==> config.mk <==
export PLATFORM = sky130hd
export DESIGN_NAME = quad_sample_collector
export DESIGN_NICKNAME = d
export VERILOG_FILES = /design/src/rtl/quad_sample_collector.sv
export SDC_FILE = /design/constraint.sdc
export NUM_CORES = 1
export LEC_CHECK = 0
export CAP_MARGIN = 15
export CORE_UTILIZATION = 45
export CTS_CLUSTER_SIZE = 8
export DETAILED_ROUTE_END_ITERATION = 12
export PLACE_DENSITY = 0.77
export SYNTH_ARGS = -nofsm -noshare
export SYNTH_HDL_FRONTEND = slang
export SYNTH_SLANG_ARGS = --single-unit
==> constraint.sdc <==
create_clock -name clk -period 3.1 [get_ports clk]
set_clock_uncertainty 0.1 [all_clocks]
set_input_delay 0.62 -clock clk [delete_from_list [all_inputs] [get_ports clk]]
set_output_delay 0.62 -clock clk [all_outputs]
set_load 0.03 [all_outputs]
==> src/rtl/quad_sample_collector.sv <==
`default_nettype none
// ============================================================================
// Module   : quad_sample_collector
// Purpose  : Serial-to-parallel front end for the four-input second-largest
//            selector. Groups a valid/ready stream of samples into frames of
//            four and presents each frame on four registered lanes. A frame
//            can be closed early with s_flush, which zero-pads the unused
//            lanes. A collect buffer and an output buffer let the stream run
//            at one sample per cycle when the consumer is always ready.
// Ports    : clk, rst             - clock, synchronous active-high reset
//            s_valid/s_data/s_ready/s_flush - input sample stream
//            m_valid/m_ready      - output frame handshake
//            out1..out4           - frame lanes, out1 = first sample
//            m_lanes              - number of real samples in frame (1..4)
//            frame_cnt            - frames delivered, wrapping
// Revision : 1.0 - initial release
// ============================================================================
module quad_sample_collector #(
    parameter int WIDTH = 4,
    parameter int CNT_W = 8
) (
    input  logic             clk,
    input  logic             rst,
    input  logic             s_valid,
    input  logic [WIDTH-1:0] s_data,
    input  logic             s_flush,
    output logic             s_ready,
    output logic             m_valid,
    input  logic             m_ready,
    output logic [WIDTH-1:0] out1,
    output logic [WIDTH-1:0] out2,
    output logic [WIDTH-1:0] out3,
    output logic [WIDTH-1:0] out4,
    output logic [2:0]       m_lanes,
    output logic [CNT_W-1:0] frame_cnt
);

    localparam logic [1:0] c_last_idx = 2'd3;

    // Collect buffer
    logic [1:0]       r_idx;
    logic [WIDTH-1:0] r_c [4];
    logic [2:0]       r_c_lanes;
    logic             r_pending;

    // Output buffer
    logic [WIDTH-1:0] r_out [4];
    logic [2:0]       r_m_lanes;
    logic             r_m_valid;
    logic [CNT_W-1:0] r_frame_cnt;

    logic             w_free;
    logic             w_s_ready;
    logic             w_accept;
    logic             w_flush;
    logic             w_transfer;
    logic             w_close;
    logic [2:0]       w_cnt;

    // The output slot can take a new frame when empty or being emptied now.
    assign w_free     = !r_m_valid || m_ready;
    assign w_s_ready  = !rst && (!r_pending || w_free);
    assign w_accept   = s_valid && w_s_ready;
    assign w_flush    = s_flush && w_s_ready;
    assign w_transfer = r_pending && w_free;

    // Real samples in the current frame once this cycle's sample is counted.
    assign w_cnt      = {1'b0, r_idx} + {2'b00, w_accept};

    // A frame closes when the 4th sample lands, or on a flush that has at
    // least one real sample; a flush on an empty frame is dropped.
    assign w_close    = (w_accept && (r_idx == c_last_idx)) ||
                        (w_flush && (w_cnt != 3'd0));

    always_ff @(posedge clk) begin
        if (rst) begin
            r_idx       <= '0;
            r_c_lanes   <= '0;
            r_pending   <= 1'b0;
            r_m_lanes   <= '0;
            r_m_valid   <= 1'b0;
            r_frame_cnt <= '0;
            for (int k = 0; k < 4; k++) begin
                r_c[k]   <= '0;
                r_out[k] <= '0;
            end
        end else begin
            // Collect stage. When a sample is accepted on the same edge as a
            // transfer, the old c0..c3 are copied out below before this
            // write becomes visible, so the sample starts the next frame.
            if (w_accept) begin
                r_c[r_idx] <= s_data;
            end

            if (w_close) begin
                // Zero-pad lanes above the last real sample. The lane just
                // written this cycle is always below w_cnt, so no overlap.
                for (int k = 0; k < 4; k++) begin
                    if (3'(k) >= w_cnt) begin
                        r_c[k] <= '0;
                    end
                end
                r_idx     <= '0;
                r_c_lanes <= w_cnt;
            end else if (w_accept) begin
                r_idx <= r_idx + 2'd1;
            end

            // A newly closed frame outranks the clear from a transfer.
            if (w_close) begin
                r_pending <= 1'b1;
            end else if (w_transfer) begin
                r_pending <= 1'b0;
            end

            // Output stage
            if (w_transfer) begin
                for (int k = 0; k < 4; k++) begin
                    r_out[k] <= r_c[k];
                end
                r_m_lanes <= r_c_lanes;
                r_m_valid <= 1'b1;
            end else if (r_m_valid && m_ready) begin
                r_m_valid <= 1'b0;
            end

            if (r_m_valid && m_ready) begin
                r_frame_cnt <= r_frame_cnt + 1'b1;
            end
        end
    end

    assign s_ready   = w_s_ready;
    assign m_valid   = r_m_valid;
    assign out1      = r_out[0];
    assign out2      = r_out[1];
    assign out3      = r_out[2];
    assign out4      = r_out[3];
    assign m_lanes   = r_m_lanes;
    assign frame_cnt = r_frame_cnt;

endmodule
`default_nettype wire

* Word level (Yosys, flattened, before mapping)
Memory sizes are Yosys's and may differ from the RTL's.
Cells that the tools add are included.
** Operators by class
- Divide/modulo/power cells :: 0
- $lt $le $gt $ge :: 4
- Mux-type cells :: 39
- Equal/unequal tests :: 1
- Reduce and logical (&&, ||, !) cells :: 18
- Bitwise gates (word level) :: 8
- $mul :: 0
- Shift-type cells :: 0
- Add/sub/neg operators :: 3
** Operators with widths (number)
- $mux W4 :: 9
- $mux W1 :: 29
- $add A8 B1 Y8 const B :: 1
- $or A1 B1 Y1 :: 8
- $logic_and A1 B1 Y1 :: 7
- $ge A1 B3 Y1 const A :: 2
- $ge A2 B3 Y1 const A :: 2
- $reduce_bool A2 Y1 :: 2
- $reduce_or A4 Y1 :: 1
- $add A2 B1 Y3 :: 1
- $logic_not A1 Y1 :: 3
- $logic_or A1 B1 Y1 :: 3
- $reduce_bool A3 Y1 :: 1
- $add A2 B1 Y2 const B :: 1
- $eq A2 B2 Y1 const B :: 1
- $mux W2 :: 1
- $reduce_or A2 Y1 :: 1
** Word-level totals
- Memories kept :: 2
- Register bits :: 18
- Memory bits (read-only) :: 0
- Bits in latches :: 0
- Input port bits :: 9
- Bits in writable memories :: 32
** Memory list
- r_c :: depth 4, width 4, rd ports 4, clocked after Yosys merged registers in 0, write ports 4, RTL line 42 : logic [WIDTH-1:0] r_c [4];
- r_out :: depth 4, width 4, rd ports 4, clocked after Yosys merged registers in 0, write ports 4, RTL line 47 : logic [WIDTH-1:0] r_out [4];

* Logic depth before layout (Yosys ltp)
Gate-level depths: netlist (run 1).
- Word-level depth :: 14
- Mapped depth :: 11

* Worst setup path after synthesis (run 1)
No wires, ideal clock.
- Path type :: input to register
- Start point :: input port s_valid
- End point :: memory r_c[0][0], enable pin
- Setup time :: 0.373 ns
- Arrival time :: 2.522 ns
- Required time :: 2.627 ns
- Stages :: 11
- Path slack :: 0.105 ns
- Cell sequence :: nor2b_2 and2_4 buf_6 buf_6 ha_1 inv_1 ha_1 o31ai_4 nor3_2 nor2_1 o31ai_1
** RTL lines
- from (decl) :: RTL line 24 : input logic s_valid,
- to (decl) :: RTL line 42

==> results.py, run 1 <==
metrics = {
    "synthesis": {
        "synth_top_area_frac": 0.4434,
        "synth-simple-area-share": 0.1952,
        "yosys.area.top_type": "edfxtp_1",
        "synth_seq_cells": 50,
        "syn_inst": 174,
        "synth_top_family_by_area": "simple AND/OR/NAND/NOR gates",
        "ys_types": 35,
        "synth-compound-area-share": 0.06986,
        "syn_area_mm2": 0.002167,
        "synth-warning-count": 0,
        "synthXorXnorAreaFrac": 0.03233,
        "yosys-top-cells-area": "edfxtp_1 (44%), dfxtp_1 (17%), and2_1 (6.1%)",
        "avgSynthCellArea_um2": 12.45,
        "synthMuxAreaShare": 0.004619,
        "synthesis.nets": 192,
        "synthAdderAreaFrac": 0.05196,
        "synth-seq-area-share": 0.6097,
    },
    "timing": {
        "max_freq_mhz": 345.5,
        "fin_crit_sh": 0.9336,
        "setup_violations": 0,
        "final_max_slew_viol_count": 0,
        "relSlewSlack": 0.6237,
        "min_period_ns": 2.894,
        "rsz0062_at_grt": "false",
        "hold_viol_final": 0,
        "tightest_slew_ns": 0.5638,
    },
    "drt": {
        "drc_errors": 3,
        "vias": 1405,
        "vias_per_cell": 5.109,
        "wl_per_cell_um": 12.75,
        "firstDrtPassIters": 8,
        "drtIter0Drc": 55,
        "ant_nets": 0,
        "finalWirelength_um": 3506,
    },
    "floorplanning": {
        "initial_core_util": 0.4811,
        "rows": 24,
        "io_pins": 38,
        "die-area_mm2": 0.005097,
        "die_h_um": 71.40,
        "fp.dieW_um": 71.40,
        "coreArea_mm2": 0.004504,
    },
    "global_route": {
        "grt_pass1_vias": 1319,
        "grt_start_max_net_pins": 24,
        "antenna_found_initial": 0,
        "grt_pass1_wl_um": 6127,
        "grt.overflow.total": 0,
        "grt_usage": 0.1567,
    },
    "cells_and_area": {
        "diodes": 0,
        "syn_to_final_growth_pct": 26.73,
        "final_area_mm2": 0.002746,
        "layout-drive-gt1-share": 0.1435,
        "fin_nets": 240,
    },
    "worst_setup_path": {
        "required_ns": 3.04,
        "critPathSlowestCell": "clkdlybuf4s50_1",
        "crit_buf_inv": 2,
        "crit_top_cell": "ha_1",
        "cpLargestDelayFamily": "compound AO/OA/AOI/OAI gates",
        "arrival_ns": 2.83,
        "crit_fanout": 5,
        "start_kind": "input port",
        "max_stage_delay_ns": 0.50,
        "critical_path_class": "input port to flop",
        "cp_cell_sequence": "clkdlybuf4s50_1 > nand3b_1 > and2_4 > ha_1 > inv_1 > ha_1 > o31ai_4 > or3_4 > nand2_4 > a221o_1",
        "endpoint_kind": "flop",
    },
    "cts": {
        "cts_made_buffers": 5,
        "cts_tree": "built",
        "clkSinkCount": 50,
        "cts-root-buf": "clkbuf_8",
        "cts_hold_buf": 0,
        "postCtsSetupBuffers": 0,
        "path_clk_slew_ns": 0.09,
        "ctsResizeCount": 0,
        "cts_buffer_depth": 2,
        "htree_levels": 2,
        "clk_latency_ns": 0.30,
    },
    "power_and_ir_drop": {
        "p_per_area_mw_per_mm2": 489.2,
        "cellLeakagePower_nw": 1.097,
        "total_power_w": 0.001344,
        "ir_drop_v": 0.0003124,
    },
    "outcome": {
        "status": "finished with violations",
        "violations": "DRC",
    },
    "placement": {
        "placed_cell_area_mm2": 0.002634,
        "place_congestion": 0.8138,
        "hpwlAfterDp_um": 2570,
        "io_buffers": 37,
    },
    "hold_path": {
        "hp-class": "flop to flop",
    },
    "run": {
        "maxCapViolations": 0,
    },
}
==> area by class of cell <==
cell class,instances,area (um2)
fill,375,1758
inverter,6,22.52
clock buffer,5,68.82
tap,52,65.06
clock inverter,3,43.79
sequential,50,1321
timing repair buffer,49,457.9
multi-input combinational,110,767.0
==> report_power, final <==
part / internal (W) / switching [W] / total (W)
clock network: 0.000242 / 0.000215 / 0.000457
registers: 0.000738 / 0.00000936 / 0.000748
logic: 0.0000601 / 0.0000791 / 0.000139
==> layout by cell type (no fill, tap or decap), types with 2 or more instances in the layout <==
| master | instances |
|---|---|
| a21oi_1 | 10 |
| xor2_1 | 6 |
| and3_1 | 13 |
| o21ai_1 | 4 |
| nor2_1 | 13 |
| clkdlybuf4s50_1 | 36 |
| clkbuf_8 | 5 |
| nor3_1 | 2 |
| and2_1 | 21 |
| a22o_1 | 3 |
| buf_4 | 13 |
| dfxtp_1 | 18 |
| nand3_1 | 4 |
| edfxtp_1 | 32 |
| inv_1 | 6 |
| and3_2 | 3 |
| xnor2_1 | 2 |
| nand4_1 | 4 |
| ha_1 | 9 |
| nand2_1 | 2 |
==> metal layers <==
layer / track usage / share of wire / vias up / wire, um
li1: - / - / 710 / -
met1: 0.1924 / 0.44 / 650 / 1552
met2: 0.2646 / 0.49 / 39 / 1730
met3: 0.04079 / 0.046 / 6 / 162
met4: 0.06222 / 0.017 / 0 / 59
met5: 0 / 0 / - / 0
==> cell usage after synthesis (all sizes together) <==
cell type,number
nand2,3
inv,6
and2,22
o31ai,2
xnor2,2
nand3b,1
ha,9
nor3,3
a22o,3
or3,1
edfxtp,32
a21oi,11
nor2b,1
and3,16
dfxtp,18
xor2,6
nor2,13
nand2b,1
nand4,4
o211ai,1
nand3,4
a221o,1
clkbuf,1
and3b,1
mux2i,1
o21ai,4
buf,7
==> through the flow <==
stage | utilization | worst slack [ns] | TNS, ns | hold slack (ns) | instances
2_1_floorplan | - | 0.1051 | 0 | 0.3421 | 174
3_3_place_gp | 0.5847 | -0.03371 | -0.1348 | 0.3682 | 267
3_5_place_dp | 0.5847 | -0.1099 | -0.8272 | 0.3759 | 267
4_1_cts | 0.6097 | 0.2063 | 0 | 0.3904 | 275
5_1_grt | 0.6097 | 0.09493 | 0 | 0.4183 | 275
6_report | 0.6097 | 0.2058 | 0 | 0.3878 | 275
==> worst reg2reg max path: cells and delay by family, from the launching register on <==
family / cells / cell delay, ns
buf+inv: 1 / 0.07
flops: 1 / 0.42
compound gates: 2 / 0.65
fa+ha+maj: 2 / 0.44
simple gates: 4 / 0.52
==> flip-flops by register name, summed over array words and instances (netlist names) <==
name and count:
r_c_lanes 3, m_lanes 3, r_pending 1, r_out 16
m_valid 1, r_idx 2, r_c 16, frame_cnt 8
==> worst paths after layout <==
kind / slack [ns] / cells past startpoint / start / end
worst max-delay path: 0.21 / 10 / m_ready / r_c[1][0]$_SDFFCE_PN0P_
worst min register to register: 0.39 / 2 / r_c_lanes[1]$_SDFFE_PP0P_ / r_c_lanes[1]$_SDFFE_PP0P_
worst min-delay path: 0.39 / 2 / r_c_lanes[1]$_SDFFE_PP0P_ / r_c_lanes[1]$_SDFFE_PP0P_
worst max register to register: 0.62 / 9 / r_pending$_SDFFE_PP0P_ / r_c[1][0]$_SDFFCE_PN0P_
==> cell families after synthesis <==
| logic type | count (synthesis) |
|---|---|
| flip-flops | 50 |
| buffers and inverters | 14 |
| XOR/XNOR | 8 |
| AND/OR/NAND/NOR | 70 |
| adder cells (fa/ha/maj) | 9 |
| multiplexers | 1 |
| AO/OA/AOI/OAI | 22 |
No activity file was read; power rests on OpenSTA's default activity.
==> inputs of run 2 (changes only) <==
--- a/config.mk
+++ b/config.mk
@@ -9,7 +9,9 @@
 export CORE_UTILIZATION = 45
 export CTS_CLUSTER_SIZE = 8
 export DETAILED_ROUTE_END_ITERATION = 12
+export GPL_TIMING_DRIVEN = 0
 export PLACE_DENSITY = 0.77
+export REMOVE_ABC_BUFFERS = 1
 export SYNTH_ARGS = -nofsm -noshare
 export SYNTH_HDL_FRONTEND = slang
 export SYNTH_SLANG_ARGS = --single-unit
==> results.py, run 2 (synthesized netlist as in run 1, its figures left out) <==
metrics = {
    "placement": {
        "place_congestion": 0.7957,
        "io_buffers": 37,
        "placed_cell_area_mm2": 0.002546,
        "hpwlAfterDp_um": 2395,
    },
    "worst_setup_path": {
        "critPathSlowestCell": "clkdlybuf4s50_1",
        "critical_path_class": "input port to flop",
        "start_kind": "input port",
        "endpoint_kind": "flop",
        "required_ns": 3.02,
        "worstReg2RegStart": "r_pending$_SDFFE_PP0P_",
        "crit_fanout": 5,
        "startpoint": "m_ready",
        "arrival_ns": 2.92,
        "crit_top_cell": "ha_1",
        "cp_cell_sequence": "clkdlybuf4s50_1 > nand3b_1 > and2_4 > ha_1 > inv_1 > ha_1 > o31ai_4 > or3_4 > o211ai_1 > buf_4",
        "max_stage_delay_ns": 0.49,
    },
    "timing": {
        "max_freq_mhz": 332.9,
        "final_max_slew_viol_count": 0,
        "setup_violations": 0,
        "hold_viol_final": 0,
        "min_period_ns": 3.004,
        "fin_crit_sh": 0.9689,
        "relSlewSlack": 0.6159,
        "tightest_slew_ns": 0.5755,
    },
    "global_route": {
        "grt_pass1_vias": 1213,
        "grt_util_met3": 0.04360,
        "grt_pass1_wl_um": 5637,
        "met2_usage": 0.2455,
        "grt_usage": 0.1453,
        "grt_start_max_net_pins": 25,
        "grt_busiest_layer": "met2",
        "grt.overflow.total": 0,
        "met1_usage": 0.1705,
        "antenna_found_initial": 0,
    },
    "drt": {
        "vias": 1367,
        "vias_per_cell": 5.120,
        "ant_nets": 0,
        "drc_errors": 3,
        "firstDrtPassIters": 8,
        "wl_per_cell_um": 12.65,
        "drtIter0Drc": 54,
        "finalWirelength_um": 3378,
    },
    "floorplanning": {
        "io_pins": 38,
        "initial_core_util": 0.4811,
        "rows": 24,
        "die_h_um": 71.40,
        "die-area_mm2": 0.005097,
        "coreArea_mm2": 0.004504,
        "fp.dieW_um": 71.40,
    },
    "power_and_ir_drop": {
        "ir_drop_v": 0.0004084,
        "cellLeakagePower_nw": 1.051,
        "total_power_w": 0.001335,
        "p_per_area_mw_per_mm2": 492.7,
    },
    "cells_and_area": {
        "syn_to_final_growth_pct": 25.00,
        "fin_nets": 232,
        "layout-drive-gt1-share": 0.1209,
        "fill_cells": 368,
        "layout_commonest_cell": "clkdlybuf4s50_1",
        "fin_util": 0.6014,
        "final_cell_mix": "clkdlybuf4s50_1 (36), edfxtp_1 (32), and2_1 (21), dfxtp_1 (18)",
        "diodes": 0,
        "final_area_mm2": 0.002709,
    },
    "cts": {
        "clkSinkCount": 50,
        "path_clk_slew_ns": 0.09,
        "htree_levels": 2,
        "cts-root-buf": "clkbuf_8",
        "clk_latency_ns": 0.30,
        "cts_buffer_depth": 2,
        "cts_tree": "built",
        "cts_made_buffers": 5,
        "cts_hold_buf": 0,
    },
    "outcome": {
        "violations": "DRC",
        "status": "finished with violations",
    },
    "hold_path": {
        "hp-class": "flop to flop",
        "min_from": "r_c_lanes[1]$_SDFFE_PP0P_",
    },
    "run": {
        "maxCapViolations": 0,
    },
}
-- run 2: path summary, 6_finish.rpt --
path,to,slack (ns),cells past startpoint
max,r_c[3][1]$_SDFFCE_PN0P_,0.1,10
min,r_c_lanes[1]$_SDFFE_PP0P_,0.37,2
min reg2reg,r_c_lanes[1]$_SDFFE_PP0P_,0.37,2
max reg2reg,r_c[1][3]$_SDFFCE_PN0P_,0.54,9
-- run 2: cell type report --
type                            instances  area (um2)  share of cell area
Clock inverter                          3       45.04             0.01663
Sequential cell                        50        1321              0.4878
Timing Repair Buffer                   41       401.6              0.1483
Clock buffer                            5       68.82             0.02540
Tap cell                               52       65.06             0.02402
Multi-Input combinational cell        110       784.5              0.2896
Inverter                                6       22.52            0.008314
-- run 2: worst max-delay path: cells and delay by family --
kind            cells  cell delay [ns]
compound gates      2             0.27
fa+ha+maj           2             0.53
buf+inv             3             0.72
simple gates        3             0.77
-- run 2: timing repair --
item,4_1_cts,5_1_grt
setup buffers,2,2
setup endpoints to repair,23,16
resized for setup,6,0
pin swaps,2,3
-- run 2: through the flow --
stage                     hold WS [ns]  std cells  setup WS [ns]  TNS [ns]
after floorplan                 0.3415        166         0.2238         0
after global placement          0.3546        255         -1.132    -19.53
after detailed placement        0.3602        255         -1.155    -19.61
after CTS                       0.3735        265        0.05412         0
after global routing            0.3866        267      -0.005427  -0.02346
final                           0.3707        267        0.09640         0
-- run 2: layer usage --
layer  vias up  share of wire
li1        694              -
met4         0          0.019
met3         4          0.027
met5         -              0
met1       647           0.44
met2        22           0.52
-- run 2: power by group --
part | leakage (nW) | switching, W | total, W | internal (W)
logic | 0.520 | 0.0000797 | 0.000135 | 0.0000556
clock network | 0.0504 | 0.000211 | 0.000451 | 0.000240
registers | 0.480 | 0.00000941 | 0.000748 | 0.000738
